===== src/rtl/sseg_pkg.sv =====
`default_nettype none
// ============================================================================
//  Module      : sseg_pkg
//  Description : Shared constants for the seven-segment display controller:
//                active-high glyph patterns, segment bit positions, the
//                active-low blank code and the supported digit maximum.
//  Revision    : 1.0 - initial release
// ============================================================================
package sseg_pkg;

    // Largest number of digits the controller is built for.
    localparam int DIGITS_MAX = 8;

    // Segment bit positions inside a 7-bit glyph (bit0 = a ... bit6 = g).
    localparam int SEG_A = 0;
    localparam int SEG_B = 1;
    localparam int SEG_C = 2;
    localparam int SEG_D = 3;
    localparam int SEG_E = 4;
    localparam int SEG_F = 5;
    localparam int SEG_G = 6;

    // Active-low code that turns every segment of a digit off.
    localparam logic [6:0] SEG_BLANK_N = 7'h7F;

    // Active-high glyph that lights nothing (undisplayable code).
    localparam logic [6:0] GLYPH_OFF = 7'h00;

    // Active-high glyphs for decimal digits.
    localparam logic [6:0] GLYPH_0 = 7'h3F;
    localparam logic [6:0] GLYPH_1 = 7'h06;
    localparam logic [6:0] GLYPH_2 = 7'h5B;
    localparam logic [6:0] GLYPH_3 = 7'h4F;
    localparam logic [6:0] GLYPH_4 = 7'h66;
    localparam logic [6:0] GLYPH_5 = 7'h6D;
    localparam logic [6:0] GLYPH_6 = 7'h7D;
    localparam logic [6:0] GLYPH_7 = 7'h07;
    localparam logic [6:0] GLYPH_8 = 7'h7F;
    localparam logic [6:0] GLYPH_9 = 7'h6F;

    // Active-high glyphs for the hexadecimal letters.
    localparam logic [6:0] GLYPH_A = 7'h77;
    localparam logic [6:0] GLYPH_B = 7'h7C;
    localparam logic [6:0] GLYPH_C = 7'h39;
    localparam logic [6:0] GLYPH_D = 7'h5E;
    localparam logic [6:0] GLYPH_E = 7'h79;
    localparam logic [6:0] GLYPH_F = 7'h71;

    // True when a 4-bit code is a legal BCD digit.
    function automatic logic is_bcd(input logic [3:0] code);
        return (code <= 4'd9);
    endfunction

endpackage
`default_nettype wire


===== src/rtl/sseg_glyph_enc.sv =====
`default_nettype none
// ============================================================================
//  Module      : sseg_glyph_enc
//  Description : Combinational 4-bit code to active-high 7-segment glyph.
//                Codes 10..15 produce letters A b C d E F in hex mode and an
//                unlit glyph otherwise.
//  Ports       : code_i     - 4-bit digit code
//                hex_mode_i - 1 = hexadecimal decoding, 0 = BCD decoding
//                glyph_o    - active-high segments, bit0 = a ... bit6 = g
//  Revision    : 1.0 - initial release
// ============================================================================
module sseg_glyph_enc
    import sseg_pkg::*;
(
    input  logic [3:0] code_i,
    input  logic       hex_mode_i,
    output logic [6:0] glyph_o
);

    always_comb begin
        glyph_o = GLYPH_OFF;
        case (code_i)
            4'h0: glyph_o = GLYPH_0;
            4'h1: glyph_o = GLYPH_1;
            4'h2: glyph_o = GLYPH_2;
            4'h3: glyph_o = GLYPH_3;
            4'h4: glyph_o = GLYPH_4;
            4'h5: glyph_o = GLYPH_5;
            4'h6: glyph_o = GLYPH_6;
            4'h7: glyph_o = GLYPH_7;
            4'h8: glyph_o = GLYPH_8;
            4'h9: glyph_o = GLYPH_9;
            4'hA: glyph_o = hex_mode_i ? GLYPH_A : GLYPH_OFF;
            4'hB: glyph_o = hex_mode_i ? GLYPH_B : GLYPH_OFF;
            4'hC: glyph_o = hex_mode_i ? GLYPH_C : GLYPH_OFF;
            4'hD: glyph_o = hex_mode_i ? GLYPH_D : GLYPH_OFF;
            4'hE: glyph_o = hex_mode_i ? GLYPH_E : GLYPH_OFF;
            4'hF: glyph_o = hex_mode_i ? GLYPH_F : GLYPH_OFF;
            default: glyph_o = GLYPH_OFF;
        endcase
    end

endmodule
`default_nettype wire


===== src/rtl/sseg_display_ctrl.sv =====
`default_nettype none
// ============================================================================
//  Module      : sseg_display_ctrl
//  Description : Multi-digit seven-segment display controller. Captures a
//                BCD/hex value and decimal points on load, decodes each digit,
//                applies leading-zero blanking and per-digit blinking, and
//                drives registered active-low segment/dp outputs. A sticky
//                flag records any non-BCD digit captured in BCD mode.
//  Ports       : clk, rst     - clock, synchronous active-high reset
//                load         - capture strobe for bcd_in / dp_in
//                bcd_in       - digit k at [4k+3:4k], digit 0 least significant
//                dp_in        - per-digit decimal point request
//                lz_blank_en  - leading-zero blanking enable
//                blink_en     - blink enable
//                blink_mask   - per-digit blink select
//                clr_invalid  - clears the sticky invalid flag
//                seg_n        - active-low segments, digit k at [7k+6:7k]
//                dp_n         - active-low decimal points
//                invalid      - sticky non-BCD capture flag
//  Revision    : 1.0 - initial release
// ============================================================================
module sseg_display_ctrl
    import sseg_pkg::*;
#(
    parameter int DIGITS    = 4,
    parameter int BLINK_DIV = 25000000,
    parameter int HEX_MODE  = 0
) (
    input  logic                  clk,
    input  logic                  rst,
    input  logic                  load,
    input  logic [4*DIGITS-1:0]   bcd_in,
    input  logic [DIGITS-1:0]     dp_in,
    input  logic                  lz_blank_en,
    input  logic                  blink_en,
    input  logic [DIGITS-1:0]     blink_mask,
    input  logic                  clr_invalid,
    output logic [7*DIGITS-1:0]   seg_n,
    output logic [DIGITS-1:0]     dp_n,
    output logic                  invalid
);

    localparam int                CNT_W    = (BLINK_DIV > 2) ? $clog2(BLINK_DIV) : 1;
    localparam logic [CNT_W-1:0]  CNT_LAST = CNT_W'(BLINK_DIV - 1);
    localparam logic              HEX_BIT  = (HEX_MODE != 0);

    // ------------------------------------------------------------------
    // State
    // ------------------------------------------------------------------
    logic [4*DIGITS-1:0]   val_q;
    logic [DIGITS-1:0]     dpsh_q;
    logic                  shown_q;
    logic                  pend_q;       // bad capture waiting to reach invalid
    logic                  invalid_q;
    logic [CNT_W-1:0]      cnt_q;
    logic                  phase_q;
    logic [7*DIGITS-1:0]   seg_q;
    logic [DIGITS-1:0]     dpo_q;

    logic                  invalid_d;
    logic [CNT_W-1:0]      cnt_d;
    logic                  phase_d;
    logic [7*DIGITS-1:0]   seg_d;
    logic [DIGITS-1:0]     dpo_d;

    logic                  w_bad_in;
    logic                  w_set_now;
    logic [DIGITS-1:0]     w_lz;
    logic                  w_lead;
    logic                  w_blink_off;
    logic                  w_digit_off;
    logic [DIGITS-1:0][6:0] w_glyph;

    // ------------------------------------------------------------------
    // Per-digit glyph decoders working on the shadow value
    // ------------------------------------------------------------------
    for (genvar k = 0; k < DIGITS; k++) begin : g_digit
        sseg_glyph_enc u_enc (
            .code_i     (val_q[4*k +: 4]),
            .hex_mode_i (HEX_BIT),
            .glyph_o    (w_glyph[k])
        );
    end

    // ------------------------------------------------------------------
    // Non-BCD detection on the incoming word (never in hex mode)
    // ------------------------------------------------------------------
    always_comb begin
        w_bad_in = 1'b0;
        for (int k = 0; k < DIGITS; k++) begin
            if (!is_bcd(bcd_in[4*k +: 4])) begin
                w_bad_in = 1'b1;
            end
        end
        if (HEX_BIT) begin
            w_bad_in = 1'b0;
        end
    end

    assign w_set_now = load & w_bad_in;

    // The set becomes visible one edge after capture, together with the
    // digits. A clear sampled on the same edge as a bad capture is ignored
    // so the flag never drops while a set is in flight.
    assign invalid_d = pend_q | (invalid_q & ~(clr_invalid & ~w_set_now));

    // ------------------------------------------------------------------
    // Blink timebase. It only advances once something has been captured,
    // so the first displayed frame always gets a full shown half-period.
    // ------------------------------------------------------------------
    always_comb begin
        cnt_d   = cnt_q;
        phase_d = phase_q;
        if (!blink_en) begin
            cnt_d   = '0;
            phase_d = 1'b0;
        end else if (shown_q) begin
            if (cnt_q == CNT_LAST) begin
                cnt_d   = '0;
                phase_d = ~phase_q;
            end else begin
                cnt_d = cnt_q + 1'b1;
            end
        end
    end

    // ------------------------------------------------------------------
    // Leading-zero scan from the most significant digit; digit 0 is
    // never a candidate.
    // ------------------------------------------------------------------
    always_comb begin
        w_lz   = '0;
        w_lead = 1'b1;
        for (int k = DIGITS - 1; k >= 1; k--) begin
            if (w_lead && (val_q[4*k +: 4] == 4'd0) && !dpsh_q[k]) begin
                w_lz[k] = 1'b1;
            end else begin
                w_lead = 1'b0;
            end
        end
    end

    // ------------------------------------------------------------------
    // Output composition: inversion plus OR of all blanking sources.
    // Undisplayable codes already decode to an unlit glyph.
    // ------------------------------------------------------------------
    always_comb begin
        seg_d       = '1;
        dpo_d       = '1;
        w_blink_off = 1'b0;
        w_digit_off = 1'b0;
        for (int k = 0; k < DIGITS; k++) begin
            w_blink_off = blink_en & phase_q & blink_mask[k];
            w_digit_off = ~shown_q | w_blink_off | (lz_blank_en & w_lz[k]);
            seg_d[7*k +: 7] = w_digit_off ? SEG_BLANK_N : ~w_glyph[k];
            dpo_d[k]        = (~shown_q | w_blink_off) ? 1'b1 : ~dpsh_q[k];
        end
    end

    // ------------------------------------------------------------------
    // Registers
    // ------------------------------------------------------------------
    always_ff @(posedge clk) begin
        if (rst) begin
            val_q     <= '0;
            dpsh_q    <= '0;
            shown_q   <= 1'b0;
            pend_q    <= 1'b0;
            invalid_q <= 1'b0;
            cnt_q     <= '0;
            phase_q   <= 1'b0;
            seg_q     <= '1;
            dpo_q     <= '1;
        end else begin
            if (load) begin
                val_q   <= bcd_in;
                dpsh_q  <= dp_in;
                shown_q <= 1'b1;
            end
            pend_q    <= w_set_now;
            invalid_q <= invalid_d;
            cnt_q     <= cnt_d;
            phase_q   <= phase_d;
            seg_q     <= seg_d;
            dpo_q     <= dpo_d;
        end
    end

    assign seg_n   = seg_q;
    assign dp_n    = dpo_q;
    assign invalid = invalid_q;

endmodule
`default_nettype wire

===== config.mk =====
export PLATFORM = sky130hd
export DESIGN_NAME = sseg_display_ctrl
export DESIGN_NICKNAME = d
export VERILOG_FILES = /design/src/rtl/sseg_pkg.sv /design/src/rtl/sseg_glyph_enc.sv /design/src/rtl/sseg_display_ctrl.sv
export SDC_FILE = /design/constraint.sdc
export NUM_CORES = 1
export LEC_CHECK = 0
export CORE_MARGIN = 2
export CORE_UTILIZATION = 56
export DETAILED_ROUTE_END_ITERATION = 16
export PLACE_DENSITY = 0.84
export SYNTH_ARGS = -nofsm -noshare
export SYNTH_HDL_FRONTEND = slang
export SYNTH_SLANG_ARGS = --single-unit

===== constraint.sdc =====
create_clock -name clk -period 5.98 [get_ports clk]
set_input_delay 1.495 -clock clk [delete_from_list [all_inputs] [get_ports clk]]
set_output_delay 1.495 -clock clk [all_outputs]
set_load 0.1 [all_outputs]

* Word-level counts from Yosys, hierarchy flattened
Index checks and enable logic that the tools add are counted.
** Storage, ports and cells
- Register bits after elaboration :: 81
- Output and inout bits :: 33
** Cells by class
- $add $sub $neg :: 1
- Order comparisons :: 4
- Eq/ne operators :: 61
- Mux-type cells :: 13
- Bitwise operators :: 32
- Reductions and logical operators :: 25
** Operators with widths (count)
- $pmux 7 s11 :: 4
- $eq 4x4->1 const B :: 32
- $eq 4x3->1 const B :: 16
- $eq 4x2->1 const B :: 8
- $not 7->7 :: 4
- $add 25x1->25 const B :: 1
- $eq 25x25->1 const B :: 1
- $mux 25 :: 1
- $reduce_or 6->1 :: 4
- $eq 4x1->1 const B :: 4
- $le 4x4->1 const B :: 4
- $logic_not 4->1 :: 4
- $reduce_or 2->1 :: 8
- $and 1x1->1 :: 11
- $not 1->1 :: 9
- $mux 1 :: 8
- $or 1x1->1 :: 8
- $logic_and 1x1->1 :: 5
- $logic_not 1->1 :: 3
- $reduce_and 2->1 :: 1

* Depth between registers and ports, before layout
- Depth in word-level cells :: 12
- Depth in mapped cells :: 7
- Mapped depth without buffers :: 5

* Modules after synthesis
Synthesis repeated with hierarchy kept, for this count alone.
** Second synthesis, totals
- Cell total of the unflattened synthesis :: 486
- Area, all modules :: 4013.8 um^2
** Modules (own cells, without submodules)
- sseg_display_ctrl :: times used 1, cells an instance 306, area each 2947.8 um^2, seq. area each 1621.6 um^2
- sseg_glyph_enc :: times used 4, cells an instance 45, area each 266.5 um^2, seq. area each 0.0 um^2

* Least setup slack after synthesis
Ideal clock, no wire load.
- Kind :: input to register
- Start point :: input rst
- End point :: register seg_q[10], in the netlist seg_n[10]
- Setup time :: 157 ps
- Arrival :: 2608 ps
- Slack :: 3215 ps
- Cell stages on the path :: 5
- Cells stage by stage :: clkbuf_1 > nand2b_1 > a31oi_1 > a21boi_0 > o2111ai_1
** Between the ends
- Cells in the longest elaborated chain, start to end :: 1
** Ends and longest elaborated chain
- start, declared :: line sseg_display_ctrl.sv:30 : input logic rst,
- $reduce_or 2->1 (no line)
- end signal, assigned :: line sseg_display_ctrl.sv:184 : seg_q <= seg_d;
- end, declared :: line sseg_display_ctrl.sv:57 : logic [7*DIGITS-1:0] seg_q;
Every way passes these cells.
A chain may end at the register's enable or synchronous reset.

* Worst setup path after layout
Ends and elaborated chain as after synthesis.

==> results.txt <==
The die width came out at 83.1 um. The clock transition at the registers of the reported paths came out at 0.08 ns. The critical path start-end classification is primary input to register. For the final database, setup skew stands at 0.00876 ns. IR analysis of the VDD net gives a maximum drop of 195 uV. The routed length per instance is 14.9 um.

The global routing met1 resource utilization is 0.279. The count of state elements after synthesis came out at 81. The vertical die dimension is 83.1 um. STA puts the critical path data required time at 6.17 ns. The number of clock buffers inserted by TritonCTS came out at 9. For the pin with the worst max-slew slack, the measured transition is 1.19 ns.

In this run, post-CTS hold repair placed 0 buffers. TritonCTS built the clock tree. Setup repair after global routing left no endpoint under its margin. For this run, the top clock speed supported by timing is 273 MHz. The area enclosed by the die boundary came out at 6910 um2. The worst setup path is launched from a primary input. The placer congestion estimate came out at 0.838.

The critical path arrival is 3.85 ns. The global-route met2 utilization is 0.403. Of the post-synthesis cell area, the dominant cell type holds 0.462.

The final core utilization came out at 0.714. The aggregate negative setup slack came out at 0 ns. The total number of placement rows is 28.

The core footprint came out at 5990 um2. The power consumption came out at 1.13 mW. The HPWL after detailed placement is 5.64 mm. The number of vias per cell after detailed routing came out at 5.83. The biggest area contributor in the post-synthesis netlist is sky130_fd_sc_hd__dfxtp_1. The I/O pin total came out at 63. Counting instances in the post-synthesis netlist gives the leading cell types as 81 x sky130_fd_sc_hd__dfxtp_1, 60 x sky130_fd_sc_hd__nor2_1, 34 x sky130_fd_sc_hd__a21oi_1. The number of buffers inserted by post-CTS setup repair is 0. The total number of clock tree sinks came out at 81.

The initial DRC count came out at 198. The combined flip-flop and latch cell area is 1620 um2. The share of flip-flops with an asynchronous set or reset after synthesis is 0. Across all register-to-register paths, the minimum setup slack is 3.64 ns.

The first-pass GRT wire length is 13.7 mm. Buffers placed on the I/O ports in this run total 62. Measured against its own limit, the worst slew margin works out to 0.201. Among all flip-flop cells after synthesis, the most frequent one is sky130_fd_sc_hd__dfxtp_1. The count of nets left with antenna violations once routing finished came out at 0.

The detailed-routing iteration count for the pre-antenna-repair pass came out at 4. After synthesis, the cell types taking the most area are sky130_fd_sc_hd__dfxtp_1 46%, sky130_fd_sc_hd__nor2_1 6.4%, sky130_fd_sc_hd__mux2i_1 6.3%. STA classifies the critical path endpoint as a register. The flow ran to the end, and the final reports show no timing, DRC or antenna violations. Dividing the final minimum period by the clock period gives 0.613.

In this run the clock root is driven by a sky130_fd_sc_hd__clkbuf_8. The DRC violations left is 0. The final hold violation count is 0. From synthesis to final layout, the design area changed by 22.0%. The repair_antennas step left the layout with diodes totalling 0. The combined area of all synthesized cells came out at 3510 um2.

Once the clock tree was built, the resizer swapped 0 gates to a different size. The final setup violation count came out at 0. The total global-route track usage is 0.241. The clock period minus worst slack came out at 3.66 ns. Global routing finished with a remaining overflow of 0.

The number of global-route vias before repair was 2971. For the worst-skew pair, the clock arrives at the later sink with an insertion delay of 0.35 ns. The most frequently used cell type in the post-synthesis netlist is sky130_fd_sc_hd__dfxtp_1. When the netlist entered floorplanning its net count stood at 445. The distinct cell type count after synthesis came out at 45. For this run, the register share of the synthesized area comes to 0.462. Entering global routing, the biggest net connects 26 pins. The worst hold path class is register to register. For this configuration, the core starts out at a cell density of 0.585.

The filler cell count came out at 459. The gate count of the mapped netlist came out at 414. The CTS H-tree depth is 3.

The number of nets in the layout came out at 490. The proportion of layout cells with a drive suffix above 1 is 0.0345. For met3 alone, demand over resource in global routing was 0.0666. The total number of yosys warnings came out at 0.

The number of enable-type register cells in the synthesized netlist came out at 0. The multi-input combinational cells in the finished layout cover a total of 1730 um2. The total power density per cell area came out at 264 nW/um2. The total number of vias is 3144. The worst-path maximum fanout came out at 25. The number of max-cap violations came out at 0.

The leakage power summed over all cells is 1.49 nW. The number of antenna violations at the first check in global routing is 0. The maximum number of buffers from clock root to sink is 2. In this run the most used layer during global routing was met2.

The post-detailed-routing wire length is 8.01 mm. The count of pins over their slew limit was 0. Dividing the synthesized area by the synthesized cell count gives 8.47 um2.
==> critical path, cell delays in order <==
cell	delay, ns
sky130_fd_sc_hd__clkdlybuf4s50_1	0.83
sky130_fd_sc_hd__nand2b_1	0.40
sky130_fd_sc_hd__a31oi_1	0.29
sky130_fd_sc_hd__a21boi_0	0.64
sky130_fd_sc_hd__o2111ai_1	0.20
==> per-layer routing <==
layer / routed length, um / vias to the layer above
met5: 0 / -
met4: 270 / 0
met3: 419 / 25
met2: 4010 / 90
met1: 3310 / 1457
li1: - / 1572
==> worst paths after layout <==
| check | start | end | cells after the start |
|---|---|---|---|
| worst max-delay path | rst | seg_n[10] | 5 |
| worst min-delay path | dpsh_q[0] | dp_n[0] | 1 |
| worst max register to register | cnt_q[0] | cnt_q[17] | 6 |
| worst min register to register | dpsh_q[0] | dp_n[0] | 1 |
==> power by group <==
part	total, mW	internal (mW)	switching (mW)
clock network	0.347	0.150	0.198
logic	0.196	0.0649	0.131
registers	0.587	0.560	0.0270
total	1.13	0.774	0.356
==> logic make-up (layout without fill, tap and decap cells) <==
kind of cell / after synthesis / in the layout / share of synthesized area
and+or+nand+nor: 165 / 165 / 0.234
AOI/OAI and AO/OA: 93 / 93 / 0.161
xor gates and xnor gates: 13 / 13 / 0.0325
DFF: 81 / 81 / 0.462
buffers and inverters: 39 / 89 / 0.0435
adders and majority gates: 1 / 1 / 0.00357
muxes: 22 / 22 / 0.0628
==> stage by stage <==
stage	std cells	hold WS [ns]	setup WS, ns	instance area, um2
6_report	539	0.388	2.32	4280
5_1_grt	539	0.406	2.11	4280
4_1_cts	539	0.388	2.32	4280
3_5_place_dp	523	0.379	1.92	4110
3_3_place_gp	523	0.375	2.01	4110
2_1_floorplan	414	0.357	3.21	3510
==> flip-flops by register name, indices dropped and copies added (netlist names) <==
signal	cells
phase_q	1
dp_n	4
val_q	16
shown_q	1
cnt_q	25
pend_q	1
dpsh_q	4
invalid	1
seg_n	28
==> layout by cell type, fill, tap and decap left out, types with 2 or more instances in the layout <==
| cell type | synthesis | layout |
|---|---|---|
| sky130_fd_sc_hd__and3_1 | 3 | 3 |
| sky130_fd_sc_hd__o31ai_1 | 6 | 6 |
| sky130_fd_sc_hd__a31oi_1 | 5 | 5 |
| sky130_fd_sc_hd__and4_1 | 3 | 3 |
| sky130_fd_sc_hd__nor2_1 | 60 | 60 |
| sky130_fd_sc_hd__nor3_1 | 5 | 5 |
| sky130_fd_sc_hd__nor4_1 | 5 | 5 |
| sky130_fd_sc_hd__nand4_1 | 11 | 11 |
| sky130_fd_sc_hd__clkinv_2 | 0 | 2 |
| sky130_fd_sc_hd__xor2_1 | 6 | 6 |
| sky130_fd_sc_hd__xnor2_1 | 7 | 7 |
| sky130_fd_sc_hd__clkbuf_1 | 25 | 2 |
| sky130_fd_sc_hd__and2_1 | 2 | 2 |
| sky130_fd_sc_hd__nand3_1 | 18 | 18 |
| sky130_fd_sc_hd__nor2b_1 | 3 | 3 |
| sky130_fd_sc_hd__or4_1 | 9 | 9 |
| sky130_fd_sc_hd__a21boi_0 | 4 | 4 |
| sky130_fd_sc_hd__clkinvlp_4 | 0 | 3 |
| sky130_fd_sc_hd__nor4b_1 | 2 | 2 |
| sky130_fd_sc_hd__nand2_1 | 33 | 33 |
| sky130_fd_sc_hd__o32ai_1 | 3 | 3 |
| sky130_fd_sc_hd__and4b_1 | 2 | 2 |
| sky130_fd_sc_hd__nand2b_1 | 3 | 3 |
| sky130_fd_sc_hd__dfxtp_1 | 81 | 81 |
| sky130_fd_sc_hd__o211ai_1 | 3 | 3 |
| sky130_fd_sc_hd__inv_1 | 10 | 10 |
| sky130_fd_sc_hd__o21ai_0 | 21 | 20 |
| sky130_fd_sc_hd__mux2i_1 | 22 | 22 |
| sky130_fd_sc_hd__o22ai_1 | 4 | 4 |
| sky130_fd_sc_hd__clkdlybuf4s50_1 | 0 | 62 |
| sky130_fd_sc_hd__clkbuf_8 | 0 | 9 |
| sky130_fd_sc_hd__or3_1 | 3 | 3 |
| sky130_fd_sc_hd__a21oi_1 | 34 | 34 |
| sky130_fd_sc_hd__o2111ai_1 | 5 | 5 |
==> layout make-up <==
class                           count  area share
Multi-Input combinational cell    294       0.405
Sequential cell                    81       0.379
Timing Repair Buffer               63       0.147
Clock buffer                       11      0.0307
Tap cell                           75      0.0219
Inverter                           10     0.00877
Clock inverter                      5     0.00760
(Power assumes the default switching activity.)
